`src/rtl/uart_alu_cmd_ctrl.sv`:
```
// uart_alu_cmd_ctrl: frames opcode + operand bytes from an RX FIFO, hands the
// complete command to an external combinational ALU in one step, and streams
// the result back LSB-first through a TX FIFO honouring its full flag.
// Invalid opcodes answer with a single all-ones byte; a stalled frame is
// dropped after an inter-byte timeout.
module uart_alu_cmd_ctrl #(
  parameter int DATA_BITS   = 8,
  parameter int OP_BYTES    = 2,
  parameter int OPCODE_BITS = 6,
  parameter int TIMEOUT_CYC = 65535
) (
  input  logic                              i_clk,
  input  logic                              i_reset,
  input  logic                              i_rx_empty,
  input  logic [DATA_BITS-1:0]              i_r_data,
  input  logic                              i_tx_full,
  input  logic [DATA_BITS*OP_BYTES-1:0]     i_alu_result,
  output logic                              o_rd_uart,
  output logic                              o_wr_uart,
  output logic [DATA_BITS-1:0]              o_w_data,
  output logic [DATA_BITS*OP_BYTES-1:0]     o_op_a,
  output logic [DATA_BITS*OP_BYTES-1:0]     o_op_b,
  output logic [OPCODE_BITS-1:0]            o_op_code,
  output logic                              o_busy,
  output logic                              o_err_timeout,
  output logic                              o_err_opcode,
  output logic [7:0]                        o_frame_cnt
);

  localparam int OPW = DATA_BITS * OP_BYTES;
  localparam int BW  = (OP_BYTES > 1) ? $clog2(OP_BYTES) : 1;
  localparam int TW  = $clog2(TIMEOUT_CYC);

  localparam logic [BW-1:0]        LAST_BYTE = BW'(OP_BYTES - 1);
  localparam logic [TW-1:0]        TO_LAST   = TW'(TIMEOUT_CYC - 1);
  // Bits of an opcode byte that must be zero for the opcode to be legal.
  localparam logic [DATA_BITS-1:0] HI_MASK   = {DATA_BITS{1'b1}} << OPCODE_BITS;

  typedef enum logic [2:0] {IDLE, RD_A, RD_B, EXEC, TX, ERR_TX} state_t;

  state_t                  state_q;
  logic [BW-1:0]           byte_cnt_q;
  logic [BW-1:0]           tx_idx_q;
  logic [TW-1:0]           to_cnt_q;
  logic [OPCODE_BITS-1:0]  sh_op_q;
  logic [OPW-1:0]          sh_a_q;
  logic [OPW-1:0]          sh_b_q;
  logic [OPW-1:0]          result_q;
  logic [OPCODE_BITS-1:0]  op_code_q;
  logic [OPW-1:0]          op_a_q;
  logic [OPW-1:0]          op_b_q;
  logic [DATA_BITS-1:0]    w_data_q;
  logic                    err_to_q;
  logic                    err_op_q;
  logic [7:0]              frame_cnt_q;

  logic                    rd_phase;
  logic                    rx_pop;
  logic                    tx_push;
  logic                    opcode_ok;
  logic [OPW-1:0]          sh_a_d;
  logic [OPW-1:0]          sh_b_d;
  logic [BW-1:0]           tx_idx_d;
  logic [DATA_BITS-1:0]    res_bytes [OP_BYTES];

  // Pop and push strobes are combinational so that the FIFO flags of the
  // current cycle are honoured; both are suppressed while reset is held.
  assign rd_phase  = (state_q == IDLE) || (state_q == RD_A) || (state_q == RD_B);
  assign rx_pop    = i_reset && rd_phase && !i_rx_empty;
  assign tx_push   = i_reset && ((state_q == TX) || (state_q == ERR_TX)) && !i_tx_full;
  assign opcode_ok = (i_r_data & HI_MASK) == '0;
  assign tx_idx_d  = (tx_idx_q == LAST_BYTE) ? '0 : tx_idx_q + 1'b1;

  // Shadow operands with the incoming byte merged in at the current byte slot,
  // and the result split into bytes for the TX stream.
  for (genvar gi = 0; gi < OP_BYTES; gi++) begin : g_bytes
    assign sh_a_d[gi*DATA_BITS +: DATA_BITS] =
      (byte_cnt_q == BW'(gi)) ? i_r_data : sh_a_q[gi*DATA_BITS +: DATA_BITS];
    assign sh_b_d[gi*DATA_BITS +: DATA_BITS] =
      (byte_cnt_q == BW'(gi)) ? i_r_data : sh_b_q[gi*DATA_BITS +: DATA_BITS];
    assign res_bytes[gi] = result_q[gi*DATA_BITS +: DATA_BITS];
  end

  // Frame FSM: byte assembly, timeout, atomic ALU load, result streaming.
  always_ff @(posedge i_clk) begin
    if (!i_reset) begin
      state_q     <= IDLE;
      byte_cnt_q  <= '0;
      tx_idx_q    <= '0;
      to_cnt_q    <= '0;
      sh_op_q     <= '0;
      sh_a_q      <= '0;
      sh_b_q      <= '0;
      result_q    <= '0;
      op_code_q   <= '0;
      op_a_q      <= '0;
      op_b_q      <= '0;
      w_data_q    <= '0;
      err_to_q    <= 1'b0;
      err_op_q    <= 1'b0;
      frame_cnt_q <= '0;
    end else begin
      err_to_q <= 1'b0;
      err_op_q <= 1'b0;
      case (state_q)
        IDLE: begin
          if (rx_pop) begin
            if (opcode_ok) begin
              sh_op_q    <= i_r_data[OPCODE_BITS-1:0];
              byte_cnt_q <= '0;
              to_cnt_q   <= '0;
              state_q    <= RD_A;
            end else begin
              err_op_q <= 1'b1;
              w_data_q <= '1;
              state_q  <= ERR_TX;
            end
          end
        end
        RD_A, RD_B: begin
          if (rx_pop) begin
            to_cnt_q <= '0;
            if (state_q == RD_A) sh_a_q <= sh_a_d;
            else                 sh_b_q <= sh_b_d;
            if (byte_cnt_q == LAST_BYTE) begin
              byte_cnt_q <= '0;
              if (state_q == RD_A) begin
                state_q <= RD_B;
              end else begin
                // All three ALU inputs change on this single edge.
                op_code_q <= sh_op_q;
                op_a_q    <= sh_a_q;
                op_b_q    <= sh_b_d;
                state_q   <= EXEC;
              end
            end else begin
              byte_cnt_q <= byte_cnt_q + 1'b1;
            end
          end else if (to_cnt_q == TO_LAST) begin
            err_to_q   <= 1'b1;
            to_cnt_q   <= '0;
            byte_cnt_q <= '0;
            state_q    <= IDLE;
          end else begin
            to_cnt_q <= to_cnt_q + 1'b1;
          end
        end
        EXEC: begin
          // The first result byte is staged so it is on o_w_data when TX writes.
          result_q <= i_alu_result;
          w_data_q <= i_alu_result[DATA_BITS-1:0];
          tx_idx_q <= '0;
          state_q  <= TX;
        end
        TX: begin
          if (tx_push) begin
            if (tx_idx_q == LAST_BYTE) begin
              frame_cnt_q <= frame_cnt_q + 8'd1;
              state_q     <= IDLE;
            end else begin
              tx_idx_q <= tx_idx_d;
              w_data_q <= res_bytes[tx_idx_d];
            end
          end
        end
        ERR_TX: begin
          if (tx_push) state_q <= IDLE;
        end
        default: state_q <= IDLE;
      endcase
    end
  end

  assign o_rd_uart     = rx_pop;
  assign o_wr_uart     = tx_push;
  assign o_w_data      = w_data_q;
  assign o_op_a        = op_a_q;
  assign o_op_b        = op_b_q;
  assign o_op_code     = op_code_q;
  assign o_busy        = (state_q != IDLE);
  assign o_err_timeout = err_to_q;
  assign o_err_opcode  = err_op_q;
  assign o_frame_cnt   = frame_cnt_q;

endmodule
```
`config.mk`:
```
export PLATFORM = sky130hd
export DESIGN_NAME = uart_alu_cmd_ctrl
export DESIGN_NICKNAME = d
export VERILOG_FILES = /design/src/rtl/uart_alu_cmd_ctrl.sv
export SDC_FILE = /design/constraint.sdc
export NUM_CORES = 1
export LEC_CHECK = 0
export CAP_MARGIN = 20
export CORE_UTILIZATION = 55
export CTS_BUF_LIST = sky130_fd_sc_hd__clkbuf_2
export CTS_CLUSTER_SIZE = 10
export DETAILED_ROUTE_END_ITERATION = 8
export HOLD_SLACK_MARGIN = 0.1
export PLACE_DENSITY_LB_ADDON = 0.15
export SETUP_SLACK_MARGIN = 0.05
export SLEW_MARGIN = 0
export SYNTH_ARGS = -nofsm -noshare
export SYNTH_HDL_FRONTEND = slang
export SYNTH_SLANG_ARGS = --single-unit
```
`constraint.sdc`:
```
create_clock -name i_clk -period 2.5 [get_ports i_clk]
set_input_delay 0.5 -clock i_clk [delete_from_list [all_inputs] [get_ports i_clk]]
set_output_delay 0.5 -clock i_clk [all_outputs]
set_load 0.02 [all_outputs]
```
# After elaboration in Yosys (flattened, before gate mapping)
# Index checks and enable logic that the tools add are counted.
# W data, S select, Z words.
dict set report word_totals {
  ff_bits 131
  input_bits 28
  out_inout_bits 59
  word_cells 107
}
dict set report classes {
  add_sub_neg 4
  order_cmp 1
  n_eq_ne 15
  mux 37
  bitwise 5
  n_reduce_logical 29
}
# operator count
set op_table {}
lappend op_table {{$mux W8} 9}
lappend op_table {{$mux W16} 4}
lappend op_table {{$pmux W16 S2} 1}
lappend op_table {{$mux W3} 8}
lappend op_table {{$pmux W8 S3} 1}
lappend op_table {{$add A16 B1 Y16 const B} 1}
lappend op_table {{$eq A16 B16 Y1 const B} 1}
lappend op_table {{$reduce_and A4 Y1} 4}
lappend op_table {{$pmux W3 S5} 1}
lappend op_table {{$reduce_and A3 Y1} 5}
lappend op_table {{$ne A2 B2 Y1 const B} 7}
lappend op_table {{$mux W1} 11}
lappend op_table {{$add A8 B1 Y8 const B} 1}
lappend op_table {{$logic_not A8 Y1} 1}
lappend op_table {{$eq A3 B2 Y1 const B} 2}
lappend op_table {{$eq A3 B3 Y1 const B} 2}
lappend op_table {{$ne A3 B3 Y1 const B} 2}
lappend op_table {{$reduce_and A6 Y1} 1}
lappend op_table {{$reduce_bool A3 Y1} 2}
lappend op_table {{$reduce_and A5 Y1} 1}
lappend op_table {{$logic_and A1 B1 Y1} 4}
lappend op_table {{$not A1 Y1} 4}
lappend op_table {{$pmux W1 S2} 2}
lappend op_table {{$reduce_bool A2 Y1} 2}
lappend op_table {{10 further kinds} 14}

# Depth between registers and ports, before layout
# Gate-level depths: netlist of run 1.
dict set report logic_depth {
  ltp_word 9
  ltp_mapped 8
  mapped_depth_nobuf 6
}

# Least setup slack after synthesis of run 1
# OpenSTA, ideal clock, no wires.
dict set report synth_path {
  kind {input to output}
  start {input i_reset}
  end {output o_wr_uart}
  arrival_time_ns 1.700
  required_time_ns 2.000
  setup_slack_ns 0.300
  stages 4
  n_path_buf 2
  cell_sequence {clkbuf_1 > inv_2 > clkbuf_8 > nor4_1}
}
dict set report synth_via {
  elab_chain_cells 2
}
# item line_no
set synth_lines {}
lappend synth_lines {{start, declared} 13} ;# input logic i_reset,
lappend synth_lines {{$logic_and A1 B1 Y1 (2 in a row)} 70} ;# assign tx_push = i_reset && ((state_q == TX) || (state_q == ERR_TX)) && !i_tx_full;
lappend synth_lines {{end, declared} 19} ;# output logic o_wr_uart,
# Every way passes these cells.

# Worst setup path in the final report of run 1
dict set report layout_path {
  start {register state_q[2]}
  end {output o_wr_uart}
}
dict set report layout_via {
  elab_chain_cells 4
  word_cells_on_any_way 5
  cone_classes {eq/ne (2); reduce/logical (3)}
}
# item line_no
set layout_lines {}
lappend layout_lines {{start, declared} 41} ;# state_t state_q;
lappend layout_lines {{start signal, assigned} 87} ;# state_q <= IDLE;
lappend layout_lines {{start signal, assigned} 112} ;# state_q <= RD_A;
lappend layout_lines {{start signal, assigned} 116} ;# state_q <= ERR_TX;
lappend layout_lines {{$eq A3 B3 Y1} 70}
lappend layout_lines {{$logic_or A1 B1 Y1 *} 70}
lappend layout_lines {{$logic_and A1 B1 Y1 * (2 in a row)} 70}
# Mark *: on every way between the ends. The rest lies on a longest branch, timed or not.

==> impl_metrics.csv, run 1 <==
group,metric,value,unit
run_status,status,"finished, final reports clean",
clock_tree,clk_latency,0.68,ns
setup_path,max_stage_delay,0.43,ns
routing,route.detailed.drc,0,
sta,tightest_slew,0.914,ns
place,place_ws,-0.0874,ns
sta,period_minus_slack,2.36,ns
sta,setup_viol,0,
power,powerDensity,702,nW/um2
yosys,synth.largest_area_cell,"dfxtp_1",
place,port_buffers,86,
yosys,netlist_area,5370,um2
setup_path,end_kind,"output port",
setup_path,critPathCapture,"o_wr_uart",
global_route,overflow,0,
setup_path,startpoint_type,"flip-flop",
routing,ant_nets,0,
yosys,ys_top_cells_by_area,"dfxtp_1, nand2_1, a21oi_1, mux2i_1, nor2_1",
floorplan,start_util,0.576,
floorplan,die_h,101,um
setup_path,r2r_slack,0.29,ns
setup_path,crit_path_max_fanout,7,
yosys,synth_warnings,0,
clock_tree,clk_pin_slew,0.22,ns
global_route,grt_pass1_wl,21.4,mm
layout,drive_above_1_share,0.103,
yosys,async_flop_share,0,
global_route,grt_usage,0.267,
routing,routed_wl,13.0,mm
layout,fin_nets,754,
place,gp_congestion,0.839,
clock_tree,clock-sinks,123,
yosys,synth_top_area_frac,0.459,
floorplan,core,9330,um2
layout,antenna_cells,0,
global_route,grt_max_degree,94,
layout,post-route-util,0.717,
routing,dr.pass1.iters,5,
floorplan,die_area,10200,um2
sta,hold_viol_final,0,
setup_path,r2r-start,"to_cnt_q[1]",
setup_path,crit_start,"state_q[2]",
yosys,synth_nets,667,
setup_path,r2r-end,"to_cnt_q[6]",
sta,finalCritPeriodShare,0.945,
routing,vias,4963,
place,hpwlAfterDp,8.89,mm
sta,slew_viol_final,0,
worst_hold_path,hp-class,"input pin to flip-flop",
yosys,syn_inst,636,
global_route,first_global_vias,4585,
floorplan,num_rows,35,
yosys,synth_cell_types,58,
power,p_leak,2.48,nW
sta,fin_skew,0.0307,ns
setup_path,slowest_stage,"dfxtp_4",
sta,timing.final.ws_setup,0.137,ns
routing,post_drt_wl_per_cell,15.0,um
clock_tree,cts_buffers,17,
clock_tree,cts_htree_levels,4,
floorplan,io_pins,87,
routing,first_iter_violations,250,
setup_path,cp.required,2.00,ns
yosys,ys_seq_elements,123,
routing,viasPerCell,5.74,
clock_tree,clockRootBuffer,"clkbuf_2",
clock_tree,clockBufferDepth,2,
floorplan,die_width,101,um
global_route,antenna_found_initial,0,
clock_tree,cts_setup_buffers,0,
yosys,ys.flop_type,"dfxtp_1",
yosys,synth_edf_count,0,
setup_path,crit_chain,"inv_1 > nor4_2 > buf_4 > clkdlybuf4s15_1",
flow_run,maxCapViolations,0,
yosys,seq_area_frac_synth,0.459,
sta,clock.fmax,423,MHz
clock_tree,cts_tree,"built",
setup_path,r2r_cells,6,
setup_path,cp.arrival,1.86,ns
yosys,syn_area_per_cell,8.44,um2
setup_path,path_class,"flip-flop to output port",
layout,syn2layout_area_growth,24.5,%
sta,rsz0062_at_grt,"true",
power,ir_drop,0.416,mV
sta,maxSlewHeadroom,0.391,
## worst min-delay path by stage
stage | endpoint | start | cells past startpoint | slack (ns)
detailed placement | o_op_b[0] | o_op_b[0] | 2 | 0.45
floorplan | o_op_a[15] | sh_a_q[15] | 2 | 0.43
global route | result_q[10] | i_alu_result[10] | 3 | 0.28
finish | result_q[11] | i_alu_result[11] | 3 | 0.34
global placement | o_op_b[9] | o_op_b[9] | 2 | 0.44
CTS | result_q[11] | i_alu_result[11] | 3 | 0.28
## stage by stage
step	TNS, ns	hold WS [ns]	total power [mW]	cells	area, um2
finish	0	0.338	4.69	865	6690
global route	-0.0182	0.281	4.92	865	6690
CTS	0	0.279	4.70	865	6670
detailed placement	-0.399	0.445	3.36	833	6410
global placement	-0.0749	0.441	3.32	833	6410
floorplan	0	0.432	2.91	636	5370
## kinds of logic (layout without fill, tap and decap cells)
logic type | after synthesis | count (layout) | synth area share
AOI/OAI and AO/OA | 123 | 123 | 0.139
and+or+nand+nor | 295 | 295 | 0.277
xor gates and xnor gates | 6 | 6 | 0.00979
buffers and inverters | 53 | 153 | 0.0466
muxes | 32 | 32 | 0.0599
adders and majority gates | 4 | 4 | 0.00885
DFF | 123 | 123 | 0.459
## layout by cell type (no fill, tap or decap), types with 4 or more instances in the layout
cell / count
inv_1: 5
dfxtp_1: 120
o211ai_1: 4
buf_4: 27
nor3b_1: 9
mux2i_1: 31
and2_1: 4
inv_6: 6
and4b_1: 9
nand3_1: 20
nor2_1: 43
clkbuf_2: 17
nand2_1: 140
nand4_1: 14
a211oi_1: 9
a31oi_1: 9
a21oi_1: 64
o21ai_0: 12
nor2b_1: 4
nor4_1: 6
clkdlybuf4s50_1: 83
nor3_1: 11
nand2b_1: 4
a221oi_1: 8
## synthesized netlist by cell type (3+ instances only)
master and n:
nand2_1 140, clkbuf_1 32, nor3b_1 9, o211ai_1 4, buf_2 8, xnor2_1 3, nand4b_1 3, xor2_1 3
and4b_1 9, buf_1 3, o21ai_0 12, and2_1 4, nand4_1 14, nor4_1 7, nor2_1 44, ha_1 3
nand3_1 20, o21ai_1 3, inv_1 5, a31oi_1 9, a21oi_1 64, nand2b_1 4, dfxtp_1 123, nor2b_1 4
or4_1 3, nor3_1 11, a221oi_1 8, mux2i_1 31, a211oi_1 9
## state kept, by name, indices dropped and copies added, names as in the netlist, 3 cells and up
signal and count:
o_op_a 16, sh_op_q 6, state_q 3, result_q 16, o_frame_cnt 8, o_op_code 6, o_w_data 8, sh_a_q 16
o_op_b 16, to_cnt_q 16, sh_b_q 8
## final cells by class
type / count / area [um2]
Timing Repair Buffer: 115 / 1100
Sequential cell: 123 / 2470
Clock inverter: 15 / 176
Clock buffer: 17 / 85.1
Fill cell: 762 / 2640
Tap cell: 129 / 161
Multi-Input combinational cell: 460 / 2670
Inverter: 6 / 22.5
## metal layers
metal / track usage / wire [um] / share of wire
met3: 0.0707 / 810 / 0.062
met1: 0.359 / 5860 / 0.45
met5: 0 / 0 / 0
met2: 0.413 / 6180 / 0.47
met4: 0.0981 / 154 / 0.012
## report_power, final
part / internal (mW) / leakage [nW] / switching (mW) / total, mW
Sequential: 2.07 / 0.995 / 0.111 / 2.18
Combinational: 0.489 / 1.33 / 0.672 / 1.16
Clock: 0.500 / 0.157 / 0.853 / 1.35
## critical path, delay by kind of cell (launching register included)
kind | cells | cell delay [ns]
simple gates | 1 | 0.27
buf+inv | 3 | 0.51
flops | 1 | 0.43
## repair_timing
action | 4_1_cts | 5_1_grt
setup endpoints to repair | 3 | 3
resized for setup | 7 | 5
hold buffers | 0 | 0
(Power assumes the default switching activity.)
==> run 2: changes to the inputs <==
Settings changed: CELL_PAD_IN_SITES_DETAIL_PLACEMENT set to 1, CELL_PAD_IN_SITES_GLOBAL_PLACEMENT set to 1, CORE_UTILIZATION 55 to 49, DONT_BUFFER_PORTS set to 1.
==> run 2 against run 1 <==
Against the previous run: power is 9.4% lower; critical path depth is 1 lower; die area is 12% higher; hold slack worse by 0.17 ns; clock skew is 0.00094 ns higher; clock power is 21% lower; non-clock buffer count is 66 lower; critical endpoint unchanged.
==> impl_metrics.csv, run 2 (same netlist as run 1, synthesis figures left out) <==
group,metric,value,unit
sta,slew_viol_final,0,
routing,ant_nets,0,
setup_path,slowest_stage,"dfxtp_4",
clock_tree,clockBufferDepth,2,
layout,fin_nets,688,
sta,finalCritPeriodShare,0.928,
flow_run,maxCapViolations,0,
setup_path,r2r_cells,6,
floorplan,die_h,107,um
setup_path,crit_family,"flip-flops",
global_route,antenna_found_initial,0,
global_route,first_global_vias,4943,
layout,multiInputGateArea,2660,um2
sta,hold_viol_final,0,
global_route,grt_usage,0.275,
sta,rsz0062_at_grt,"true",
floorplan,die_area,11400,um2
global_route,grt_pass1_wl,24.5,mm
global_route,overflow,0,
place,port_buffers,0,
layout,final_cell_mix,"nand2_1, dfxtp_1, a21oi_1, nor2_1, dlygate4sd3_1",
setup_path,end_kind,"output port",
routing,post_drt_wl_per_cell,19.0,um
place,dp.cells,739,
setup_path,cp.required,2.00,ns
routing,first_iter_violations,309,
routing,viasPerCell,6.00,
clock_tree,cts_tree,"built",
power,p_leak,2.19,nW
sta,period_minus_slack,2.32,ns
layout,fin_cells,805,
floorplan,die_width,107,um
setup_path,crit_path_max_fanout,20,
setup_path,crit_chain,"inv_1 > nor4_1 > buf_4",
clock_tree,cts_htree_levels,4,
clock_tree,cts_buffers,17,
floorplan,core,10500,um2
floorplan,start_util,0.513,
setup_path,startpoint_type,"flip-flop",
setup_path,max_stage_delay,0.50,ns
worst_hold_path,whs_path_depth,3,
place,hpwlAfterDp,9.84,mm
sta,tightest_slew,0.702,ns
routing,vias,4828,
setup_path,r2r-start,"to_cnt_q[1]",
layout,post-route-util,0.571,
clock_tree,clk_pin_slew,0.18,ns
layout,drive_above_1_share,0.0822,
sta,hold-worst-slack,0.172,ns
place,gp_congestion,0.847,
layout,register_area,2470,um2
clock_tree,clk_latency,0.67,ns
setup_path,cp.arrival,1.82,ns
sta,fin_setup_tns,0,ns
setup_path,r2r_slack,0.27,ns
routing,routed_wl,15.3,mm
layout,syn2layout_area_growth,11.2,%
worst_hold_path,hp-class,"input pin to flip-flop",
layout,layout_commonest_cell,"nand2_1",
power,powerDensity,712,nW/um2
worst_hold_path,hp-start,"i_tx_full",
floorplan,io_pins,87,
setup_path,path_class,"flip-flop to output port",
global_route,grt_max_degree,85,
worst_hold_path,hold_end,"o_frame_cnt[4]",
clock_tree,cts_setup_buffers,0,
power,ir_drop,0.569,mV
setup_path,r2r-end,"to_cnt_q[9]",
sta,clock.fmax,431,MHz
routing,dr.pass1.iters,4,
layout,nFillCells,1306,
clock_tree,clock-sinks,123,
floorplan,num_rows,37,
run_status,status,"finished, final reports clean",
routing,route.detailed.drc,0,
setup_path,critPathBufInv,2,
sta,setup_viol,0,
clock_tree,clockRootBuffer,"clkbuf_2",
power,power,4.25,mW
layout,antenna_cells,0,
sta,fin_skew,0.0316,ns
sta,maxSlewHeadroom,0.530,
==> run 2: cell count changes in the layout (fill, tap and decap cells not counted), sizes merged <==
cell | before | now
clkdlybuf4s15 | 1 | 0
bufinv | 2 | 1
clkinv | 3 | 8
inv | 15 | 6
clkinvlp | 1 | 2
buf | 29 | 14
dlygate4sd3 | 0 | 35
dlygate4sd2 | 2 | 0
clkbuf | 17 | 20
clkdlybuf4s50 | 83 | 0
==> run 2: worst max path at each step <==
| stage | from | end | slack (ns) | cells past startpoint |
|---|---|---|---|---|
| 2_1_floorplan | i_reset | o_wr_uart | 0.30 | 4 |
| 3_3_place_gp | to_cnt_q[1] | to_cnt_q[9] | 0.41 | 6 |
| 3_5_place_dp | state_q[0] | to_cnt_q[13] | 0.30 | 4 |
| 4_1_cts | state_q[2] | o_wr_uart | 0.02 | 3 |
| 5_1_grt | state_q[2] | o_wr_uart | 0.03 | 3 |
| 6_report | state_q[2] | o_wr_uart | 0.18 | 3 |
==> run 2: per-layer routing <==
metal	routed length, um	up-vias	GRT usage
li1	-	2287	-
met1	6660	2392	0.333
met2	7580	120	0.464
met3	787	29	0.0875
met4	274	0	0.0832
met5	0	-	0
==> run 2: worst reg2reg max path: stages (launching register included) <==
cell and delay, ns:
dfxtp_1 0.50, ha_1 0.23, nand3_1 0.08, or4_1 0.74, buf_4 0.28, a32oi_1 0.21, a21oi_1 0.08
==> run 2: area by class of cell <==
cell class | instances | share of cell area
clock buffer | 20 | 0.0168
clock inverter | 11 | 0.0134
inverter | 6 | 0.00377
multi-input combinational | 460 | 0.446
sequential | 123 | 0.413
tap | 136 | 0.0285
timing repair buffer | 49 | 0.0784
==> run 2: where the power goes <==
part / leakage (nW) / switching [mW] / internal, mW
logic: 1.07 / 0.543 / 0.351
registers: 0.994 / 0.232 / 2.06
clock network: 0.119 / 0.717 / 0.343
==> run 2: through the flow <==
step                      setup slack [ns]  cell area (um2)
after floorplan                      0.300             5370
after global placement               0.410             5430
after detailed placement             0.303             5430
after CTS                           0.0167             5960
after global routing                0.0278             5970
final                                0.180             5970
==> run 2: what timing repair did <==
item	4_1_cts	5_1_grt
hold buffers	35	0
hold endpoints to repair	75	0
resized for setup	3	2
pin swaps	0	0
setup endpoints to repair	3	5
